$ cat config.mk
export PLATFORM = sky130hd
export DESIGN_NAME = conv_layer_row_sequencer
export DESIGN_NICKNAME = d
export VERILOG_FILES = /design/src/rtl/conv_layer_row_sequencer.sv
export SDC_FILE = /design/constraint.sdc
export NUM_CORES = 1
export LEC_CHECK = 0
export ABC_AREA = 0
export BUFFER_PORTS_ARGS = -buffer_cell sky130_fd_sc_hd__buf_2
export CAP_MARGIN = 0
export CORE_MARGIN = 2
export CORE_UTILIZATION = 48
export CTS_CLUSTER_DIAMETER = 40
export DETAILED_ROUTE_END_ITERATION = 8
export GPL_TIMING_DRIVEN = 0
export PLACE_DENSITY = 0.67
export REMOVE_ABC_BUFFERS = 1
export SETUP_SLACK_MARGIN = 0.4
export SYNTH_ARGS = -nofsm -noshare
export SYNTH_HDL_FRONTEND = slang
export SYNTH_SLANG_ARGS = --single-unit
$ cat constraint.sdc
create_clock -name clk -period 2.6 [get_ports clk]
set_input_delay 0.26 -clock clk [delete_from_list [all_inputs] [get_ports clk]]
set_output_delay 0.26 -clock clk [all_outputs]
set_load 0.1 [all_outputs]
$ cat src/rtl/conv_layer_row_sequencer.sv
// ---------------------------------------------------------------------------
// conv_layer_row_sequencer
//
// Walks the conv layer input interface through one image frame. The first
// KERNEL_SIZE rows are preloaded, then every output row costs one window
// SHIFT followed by one further row LOAD (the last SHIFT is not followed by
// a LOAD). Each command is held for a single cycle and the sequencer then
// waits, with the command bus back at CMD_IDLE, for the matching ack code.
// Wrong ack codes and stalled waits park the sequencer in ERROR with a
// sticky error flag.
//
// Ports
//   clk          clock
//   rst          asynchronous reset, active-high
//   start        one-cycle frame request, honoured in IDLE and ERROR
//   abort        synchronous abort, returns to IDLE from any state
//   iface_ack    ack code from the interface (IDLE/SHIFT_FIN/LOAD_FIN/illegal)
//   iface_enable interface enable, high while a frame is being sequenced
//   iface_cmd    command to the interface (IDLE/SHIFT/LOAD)
//   busy         frame in progress
//   row_done     one-cycle pulse per completed output row
//   out_row_idx  index of the most recently completed output row
//   frame_done   one-cycle pulse after the final output row
//   error        sticky fault flag, cleared by start or rst
// ---------------------------------------------------------------------------
module conv_layer_row_sequencer #(
  parameter int KERNEL_SIZE    = 2,
  parameter int IMAGE_SIZE     = 8,
  parameter int ROW_CNT_WIDTH  = 4,
  parameter int TIMEOUT_CYCLES = 64,
  parameter int TIMEOUT_WIDTH  = 7
) (
  input  logic                     clk,
  input  logic                     rst,
  input  logic                     start,
  input  logic                     abort,
  input  logic [1:0]               iface_ack,
  output logic                     iface_enable,
  output logic [1:0]               iface_cmd,
  output logic                     busy,
  output logic                     row_done,
  output logic [ROW_CNT_WIDTH-1:0] out_row_idx,
  output logic                     frame_done,
  output logic                     error
);

  localparam logic [1:0] ACK_IDLE      = 2'd0;
  localparam logic [1:0] ACK_SHIFT_FIN = 2'd1;
  localparam logic [1:0] ACK_LOAD_FIN  = 2'd2;
  localparam logic [1:0] CMD_IDLE      = 2'd0;
  localparam logic [1:0] CMD_SHIFT     = 2'd1;
  localparam logic [1:0] CMD_LOAD      = 2'd2;

  localparam logic [ROW_CNT_WIDTH-1:0] LP_ROW_ZERO = ROW_CNT_WIDTH'(0);
  localparam logic [ROW_CNT_WIDTH-1:0] LP_ROW_ONE  = ROW_CNT_WIDTH'(1);
  localparam logic [ROW_CNT_WIDTH-1:0] LP_KERNEL   = ROW_CNT_WIDTH'(KERNEL_SIZE);
  localparam logic [ROW_CNT_WIDTH-1:0] LP_IMAGE    = ROW_CNT_WIDTH'(IMAGE_SIZE);
  localparam logic [ROW_CNT_WIDTH-1:0] LP_OUT_ROWS = ROW_CNT_WIDTH'(IMAGE_SIZE - KERNEL_SIZE + 1);

  localparam logic [TIMEOUT_WIDTH-1:0] LP_WD_ZERO = TIMEOUT_WIDTH'(0);
  localparam logic [TIMEOUT_WIDTH-1:0] LP_WD_ONE  = TIMEOUT_WIDTH'(1);
  localparam logic [TIMEOUT_WIDTH-1:0] LP_WD_LAST = TIMEOUT_WIDTH'(TIMEOUT_CYCLES - 1);

  typedef enum logic [2:0] {
    ST_IDLE       = 3'd0,
    ST_LOAD_REQ   = 3'd1,
    ST_LOAD_WAIT  = 3'd2,
    ST_SHIFT_REQ  = 3'd3,
    ST_SHIFT_WAIT = 3'd4,
    ST_DONE       = 3'd5,
    ST_ERROR      = 3'd6
  } state_t;

  state_t                   r_state;
  state_t                   w_state_nxt;
  logic [ROW_CNT_WIDTH-1:0] r_load_cnt;
  logic [ROW_CNT_WIDTH-1:0] w_load_cnt_nxt;
  logic [ROW_CNT_WIDTH-1:0] r_out_cnt;
  logic [ROW_CNT_WIDTH-1:0] w_out_cnt_nxt;
  logic [ROW_CNT_WIDTH-1:0] r_out_row_idx;
  logic [ROW_CNT_WIDTH-1:0] w_out_row_idx_nxt;
  logic [ROW_CNT_WIDTH-1:0] w_load_inc;
  logic [ROW_CNT_WIDTH-1:0] w_out_inc;
  logic [TIMEOUT_WIDTH-1:0] r_wdog;
  logic [TIMEOUT_WIDTH-1:0] w_wdog_nxt;
  logic                     r_error;
  logic                     w_error_nxt;
  logic                     w_row_done;
  logic                     r_row_done;
  logic                     r_iface_enable;
  logic                     w_iface_enable_nxt;
  logic [1:0]               r_iface_cmd;
  logic [1:0]               w_iface_cmd_nxt;
  logic                     r_busy;
  logic                     w_busy_nxt;
  logic                     r_frame_done;
  logic                     w_frame_done_nxt;

  // Row counters saturate rather than wrap.
  assign w_load_inc = (r_load_cnt == LP_IMAGE)    ? r_load_cnt : r_load_cnt + LP_ROW_ONE;
  assign w_out_inc  = (r_out_cnt  == LP_OUT_ROWS) ? r_out_cnt  : r_out_cnt  + LP_ROW_ONE;

  // Next-state, counter and fault logic
  always_comb begin
    w_state_nxt       = r_state;
    w_load_cnt_nxt    = r_load_cnt;
    w_out_cnt_nxt     = r_out_cnt;
    w_out_row_idx_nxt = r_out_row_idx;
    w_wdog_nxt        = r_wdog;
    w_error_nxt       = r_error;
    w_row_done        = 1'b0;

    if (abort) begin
      // Abort outranks start and acks; error is left as it was.
      w_state_nxt    = ST_IDLE;
      w_load_cnt_nxt = LP_ROW_ZERO;
      w_out_cnt_nxt  = LP_ROW_ZERO;
      w_wdog_nxt     = LP_WD_ZERO;
    end else begin
      case (r_state)
        ST_IDLE, ST_ERROR: begin
          if (start) begin
            w_state_nxt    = ST_LOAD_REQ;
            w_load_cnt_nxt = LP_ROW_ZERO;
            w_out_cnt_nxt  = LP_ROW_ZERO;
            w_wdog_nxt     = LP_WD_ZERO;
            w_error_nxt    = 1'b0;
          end else begin
            w_state_nxt = r_state;
          end
        end
        ST_LOAD_REQ: begin
          w_wdog_nxt  = LP_WD_ZERO;
          w_state_nxt = ST_LOAD_WAIT;
        end
        ST_LOAD_WAIT: begin
          if (iface_ack == ACK_LOAD_FIN) begin
            w_load_cnt_nxt = w_load_inc;
            // Preload the first KERNEL_SIZE rows before any window shift.
            if (w_load_inc < LP_KERNEL) begin
              w_state_nxt = ST_LOAD_REQ;
            end else begin
              w_state_nxt = ST_SHIFT_REQ;
            end
          end else if (iface_ack != ACK_IDLE) begin
            w_error_nxt = 1'b1;
            w_state_nxt = ST_ERROR;
          end else if (r_wdog >= LP_WD_LAST) begin
            w_error_nxt = 1'b1;
            w_state_nxt = ST_ERROR;
          end else begin
            w_wdog_nxt = r_wdog + LP_WD_ONE;
          end
        end
        ST_SHIFT_REQ: begin
          w_wdog_nxt  = LP_WD_ZERO;
          w_state_nxt = ST_SHIFT_WAIT;
        end
        ST_SHIFT_WAIT: begin
          if (iface_ack == ACK_SHIFT_FIN) begin
            w_row_done        = 1'b1;
            w_out_row_idx_nxt = r_out_cnt;
            w_out_cnt_nxt     = w_out_inc;
            if (w_out_inc >= LP_OUT_ROWS) begin
              w_state_nxt = ST_DONE;
            end else begin
              w_state_nxt = ST_LOAD_REQ;
            end
          end else if (iface_ack != ACK_IDLE) begin
            w_error_nxt = 1'b1;
            w_state_nxt = ST_ERROR;
          end else if (r_wdog >= LP_WD_LAST) begin
            w_error_nxt = 1'b1;
            w_state_nxt = ST_ERROR;
          end else begin
            w_wdog_nxt = r_wdog + LP_WD_ONE;
          end
        end
        ST_DONE: begin
          w_state_nxt = ST_IDLE;
        end
        default: begin
          w_state_nxt = ST_IDLE;
        end
      endcase
    end
  end

  // Output decode from the upcoming state so that every output is a flop
  // that lines up with the state it describes. busy drops in DONE so it
  // falls together with the frame_done pulse.
  always_comb begin
    w_iface_enable_nxt = 1'b0;
    w_iface_cmd_nxt    = CMD_IDLE;
    w_busy_nxt         = 1'b0;
    w_frame_done_nxt   = 1'b0;
    case (w_state_nxt)
      ST_LOAD_REQ: begin
        w_iface_enable_nxt = 1'b1;
        w_iface_cmd_nxt    = CMD_LOAD;
        w_busy_nxt         = 1'b1;
      end
      ST_SHIFT_REQ: begin
        w_iface_enable_nxt = 1'b1;
        w_iface_cmd_nxt    = CMD_SHIFT;
        w_busy_nxt         = 1'b1;
      end
      ST_LOAD_WAIT, ST_SHIFT_WAIT: begin
        w_iface_enable_nxt = 1'b1;
        w_busy_nxt         = 1'b1;
      end
      ST_DONE: begin
        w_frame_done_nxt = 1'b1;
      end
      ST_IDLE, ST_ERROR: begin
        w_iface_enable_nxt = 1'b0;
      end
      default: begin
        w_iface_enable_nxt = 1'b0;
      end
    endcase
  end

  // State, counter and output registers
  always_ff @(posedge clk or posedge rst) begin
    if (rst) begin
      r_state        <= ST_IDLE;
      r_load_cnt     <= LP_ROW_ZERO;
      r_out_cnt      <= LP_ROW_ZERO;
      r_out_row_idx  <= LP_ROW_ZERO;
      r_wdog         <= LP_WD_ZERO;
      r_error        <= 1'b0;
      r_row_done     <= 1'b0;
      r_iface_enable <= 1'b0;
      r_iface_cmd    <= CMD_IDLE;
      r_busy         <= 1'b0;
      r_frame_done   <= 1'b0;
    end else begin
      r_state        <= w_state_nxt;
      r_load_cnt     <= w_load_cnt_nxt;
      r_out_cnt      <= w_out_cnt_nxt;
      r_out_row_idx  <= w_out_row_idx_nxt;
      r_wdog         <= w_wdog_nxt;
      r_error        <= w_error_nxt;
      r_row_done     <= w_row_done;
      r_iface_enable <= w_iface_enable_nxt;
      r_iface_cmd    <= w_iface_cmd_nxt;
      r_busy         <= w_busy_nxt;
      r_frame_done   <= w_frame_done_nxt;
    end
  end

  assign iface_enable = r_iface_enable;
  assign iface_cmd    = r_iface_cmd;
  assign busy         = r_busy;
  assign row_done     = r_row_done;
  assign out_row_idx  = r_out_row_idx;
  assign frame_done   = r_frame_done;
  assign error        = r_error;

endmodule

# Word-level counts from Yosys, hierarchy flattened
# Index checks and enable logic that the tools add are counted.
[word_totals] reg_bits=28 input_bits=6 out_inout_bits=11 elab_cells=90
[op_classes] n_addsub=3 magnitude_cmp=3 eq_ne=22 mux=37 n_bitwise=1 reduce_logical=14
[op_table] cell="$mux 7" count=6
[op_table] cell="$mux 4" count=7
[op_table] cell="$pmux 7 s4" count=1
[op_table] cell="$mux 3" count=7
[op_table] cell="$pmux 4 s2" count=2
[op_table] cell="$ne 3x3->1 const B" count=5
[op_table] cell="$pmux 3 s5" count=1
[op_table] cell="$eq 3x2->1 const B" count=4
[op_table] cell="$eq 3x3->1 const B" count=4
[op_table] cell="$mux 1" count=10
[op_table] cell="$reduce_and 3->1" count=3
[op_table] cell="$reduce_bool 3->1" count=3
[op_table] cell="$add 4x1->4 const B" count=2
[op_table] cell="$add 7x1->7 const B" count=1
[op_table] cell="$ge 7x6->1 const B" count=1
[op_table] cell="$eq 3x1->1 const B" count=2
[op_table] cell="$ne 2x2->1 const B" count=3
[op_table] cell="$reduce_and 5->1" count=1
[op_table] cell="$reduce_bool 5->1" count=1
[op_table] cell="$eq 4x3->1 const B" count=1
[op_table] cell="$eq 4x4->1 const B" count=1
[op_table] cell="$ge 4x3->1 const B" count=1
[op_table] cell="$lt 4x2->1 const B" count=1
[op_table] cell="$pmux 2 s2" count=1
[op_table] cell="10 further kinds" count=11

# Longest topological paths before layout
[depth] ltp_word=10 depth_mapped=8 mapped_depth_nobuf=7

# Least setup slack after synthesis
# No wires, ideal clock.
[synth_path] path_type="register to register" from="register r_out_cnt[0]" to="register r_frame_done, in the netlist frame_done" setup_ns=0.128 t_arrival_ns=1.762 t_required_ns=2.472 slack_ns=0.711 path_stages_with_launch=7 path_buffers=0 period_less_slack_ns=1.889 cell_sequence="dfrtp_1 > ha_1 > and4bb_4 > a2111oi_4 > a211oi_1 > o31a_1 > o311a_2"
[synth_between] elab_chain_len=9 word_cells_on_any_way=10 classes_between="add/sub (1); order compare (1); eq/ne (2); mux (6)"
[synth_rtl] item="from (decl)" line="78" rtl="logic [ROW_CNT_WIDTH-1:0] r_out_cnt;"
[synth_rtl] item="from (signal assigned)" line="241" rtl="r_out_cnt <= w_out_cnt_nxt;"
[synth_rtl] item="$add 4x1->4 / $eq 4x3->1 (equally long branches)" line="101" rtl="assign w_out_inc = (r_out_cnt == LP_OUT_ROWS) ? r_out_cnt : r_out_cnt + LP_ROW_ONE;"
[synth_rtl] item="$mux 4 *" line="101"
[synth_rtl] item="$ge 4x3->1 *" line="164" rtl="if (w_out_inc >= LP_OUT_ROWS) begin"
[synth_rtl] item="$mux 3 *" line="164"
[synth_rtl] item="$mux 3 *" line="160" rtl="if (iface_ack == ACK_SHIFT_FIN) begin"
[synth_rtl] item="$pmux 3 s5 *" line="120" rtl="case (r_state)"
[synth_rtl] item="$mux 3 *" line="113" rtl="if (abort) begin"
[synth_rtl] item="net w_state_nxt[2]" line="75" rtl="state_t w_state_nxt;"
[synth_rtl] item="$eq 3x3->1 *" line="197" rtl="case (w_state_nxt)"
[synth_rtl] item="$mux 1 *" line="197"
[synth_rtl] item="net w_frame_done_nxt" line="97" rtl="logic w_frame_done_nxt;"
[synth_rtl] item="to (signal assigned)" line="249" rtl="r_frame_done <= w_frame_done_nxt;"
[synth_rtl] item="to (decl)" line="96" rtl="logic r_frame_done;"
# The timed path passes the listed nets; every way through them passes the cells marked *.
# A chain may end at the register's enable or synchronous reset.

# Worst setup path after layout
# Same ends and word-level chain as after synthesis.

==> impl_metrics.toml <==
[cts]
h-tree-depth = 1
clock-root-buffer = "clkbuf_4"
cts_tree = "built"
clock_sinks = 28
cts_made_buffers = 3
postCtsHoldBufs = 0
clk_pin_slew_ns = 0.15
worst_skew_pair.late_latency_ns = 0.33
clk_path_buf_depth = 2

[route]
drt_pass1_iterations = 4
postRouteAntennaNets = 0
wire_per_inst_um = 14.20
drt_iter0_drc = 76
routed_wl_mm = 3.478
drc = 0
viasPerCell = 5.735
num_vias = 1405

[worst_hold_path]
holdCritPathClass = "input pin to async pin"

[cells_and_area]
final_common_cell = "dfrtp_1"
drive_above_1_share = 0.2010
synthToLayoutAreaGrowth_pct = 8.522
diodes = 0
nNetsFinal = 210
final_cell_mix = "dfrtp_1 (27), nand2_1 (16), buf_2 (16)"

[timing]
finalHoldViolations = 0
skew_ns = 0.004078
timing.final.ws_setup_ns = 0.5244
period_needed_ns = 2.076
setup_violations = 0
worst_pin_slew_ns = 1.048
setup_tns_ns = 0
rsz0062_at_grt = "no"
final_max_slew_viol_count = 0
max_slew_margin = 0.3008
period_share = 0.7983
fmax_ghz = 0.4818

[yosys]
synthCells = 185
async_reset_ff_frac = 1.000
seq_area_frac_synth = 0.4079
synthXorXnorAreaFrac = 0.01529
synth-edff-count = 0
synth_area_per_cell_um2 = 9.286
syn_area_um2 = 1718
yosys_warnings = 0
synthMuxAreaShare = 0.01238
synth_compound_area_frac = 0.2287
ys_ff_latch = 28
synth_top_family_by_area = "simple AND/OR/NAND/NOR gates"
synth_cell_types = 54
synthFlopType = "dfrtp_1"
synth-simple-area-share = 0.2476
synthAdderAreaFrac = 0.02913

[global_route]
grt_max_degree = 29
grt_pass1_vias = 1287
grt_util_all_layers = 0.1793
antenna_found_initial = 0
grt_pass1_wl_mm = 5.796
gr-total-overflow = 0

[worst_setup_path]
r2r_cells = 6
worstPathMaxFanout = 6
r2r_end = "frame_done"
cp_cell_sequence = "ha_1, and4bb_4, a2111oi_4, a211oi_1, o31a_1, o311a_2"
crit_slowest_cell = "dfrtp_2"
worst-path-buf-inv = 0
cp-end-kind = "flip-flop"
critPathKind = "flip-flop to flip-flop"
critical_path.max_stage_delay_ns = 0.48
crit_arrival_ns = 2.31
critPathTopFamily = "compound AO/OA/AOI/OAI gates"
cp-start-kind = "flip-flop"
crit_required_ns = 2.83
r2r_slack_ns = 0.52
rr_startpoint = "r_out_cnt[0]"

[placement]
gp_congestion = 0.8404
dpl.hpwl_mm = 2.602
preCtsSetupSlack_ns = 0.5160
portBuffers = 16

[power]
p_per_area_nw_per_um2 = 559.4
peakVddDrop_mv = 0.3304
p_total_mw = 1.043
power_leakage_nw = 0.8737

[floorplanning]
dieHeight_um = 63.83
initial_utilization = 0.5068
num_rows = 21
ios = 17
fp.dieW_um = 63.83
fp.dieArea_um2 = 4074
core_um2 = 3390

[job]
cap_violations = 0

[outcome]
status = "completed"
-- cells by family after synthesis --
group,after synthesis
xor+xnor,3
simple gates,74
buf+inv,19
flops,28
compound gates,55
mux,2
fa+ha+maj,4
-- cells in the mapped netlist, drive strengths merged (4+ instances only) --
cell    number  share of area
o21ai       12          0.035
inv         11          0.024
nand3        7          0.020
ha           4          0.029
nand2b       4          0.015
dfrtp       28           0.41
nand2       16          0.035
a21o         4          0.017
nor2        14          0.035
clkbuf       4          0.015
or2b         4          0.020
o31ai        4          0.017
a21oi       10          0.029
a31oi        5          0.018
buf          4          0.020
-- flip-flops by register name, summed over array words and instances (netlist names) --
| name | flops |
|---|---|
| r_wdog | 7 |
| out_row_idx | 4 |
| r_load_cnt | 4 |
| r_out_cnt | 4 |
| r_state | 3 |
| iface_cmd | 2 |
| busy | 1 |
| error | 1 |
| frame_done | 1 |
| row_done | 1 |
-- worst max path at each step --
stage,slack (ns),depth (start not counted),startpoint,end
after CTS,0.48,6,r_out_cnt[0],frame_done
after floorplan,0.71,6,r_out_cnt[0],frame_done
after global routing,0.43,6,r_out_cnt[0],frame_done
final,0.52,6,r_out_cnt[0],frame_done
after global placement,0.57,6,r_out_cnt[0],frame_done
after detailed placement,0.52,6,r_out_cnt[0],frame_done
-- area by class of cell --
class | instances | area, um^2
fillers | 310 | 1525
multi-input cells | 138 | 915.9
flip-flops and latches | 28 | 701.9
repair buffers | 18 | 95.09
well taps | 46 | 57.56
inverters | 11 | 41.29
clock inverters | 1 | 30.03
clock buffers | 3 | 22.52
-- repair_timing --
| item | CTS | global route |
|---|---|---|
| setup buffers | 0 | 2 |
| hold endpoints to repair | 0 | 0 |
| gates resized for setup | 0 | 1 |
| endpoints found under the setup margin | 0 | 2 |
-- metrics by stage --
stage,hold WS (ns),area [um^2],std cells,util
2_1_floorplan,0.3231,1658,177,-
3_3_place_gp,0.4536,1795,239,0.5297
4_1_cts,0.1948,1848,243,0.5452
6_report,0.1517,1864,245,0.5500
5_1_grt,0.2336,1864,245,0.5500
3_5_place_dp,0.4630,1795,239,0.5297
-- where the power goes --
group	internal (mW)	switching (mW)
clock network	0.156	0.132
logic	0.0643	0.212
registers	0.454	0.0245
total	0.674	0.369
-- layer usage --
metal | GRT usage | up-vias | share of wire
met3 | 0.02113 | 4 | 0.035
met2 | 0.3047 | 42 | 0.48
met5 | 0 | - | 0
li1 | - | 698 | -
met1 | 0.2410 | 661 | 0.48
met4 | 0.04891 | 0 | 0.0089
Note: power is estimated with default switching activity, not from simulation.
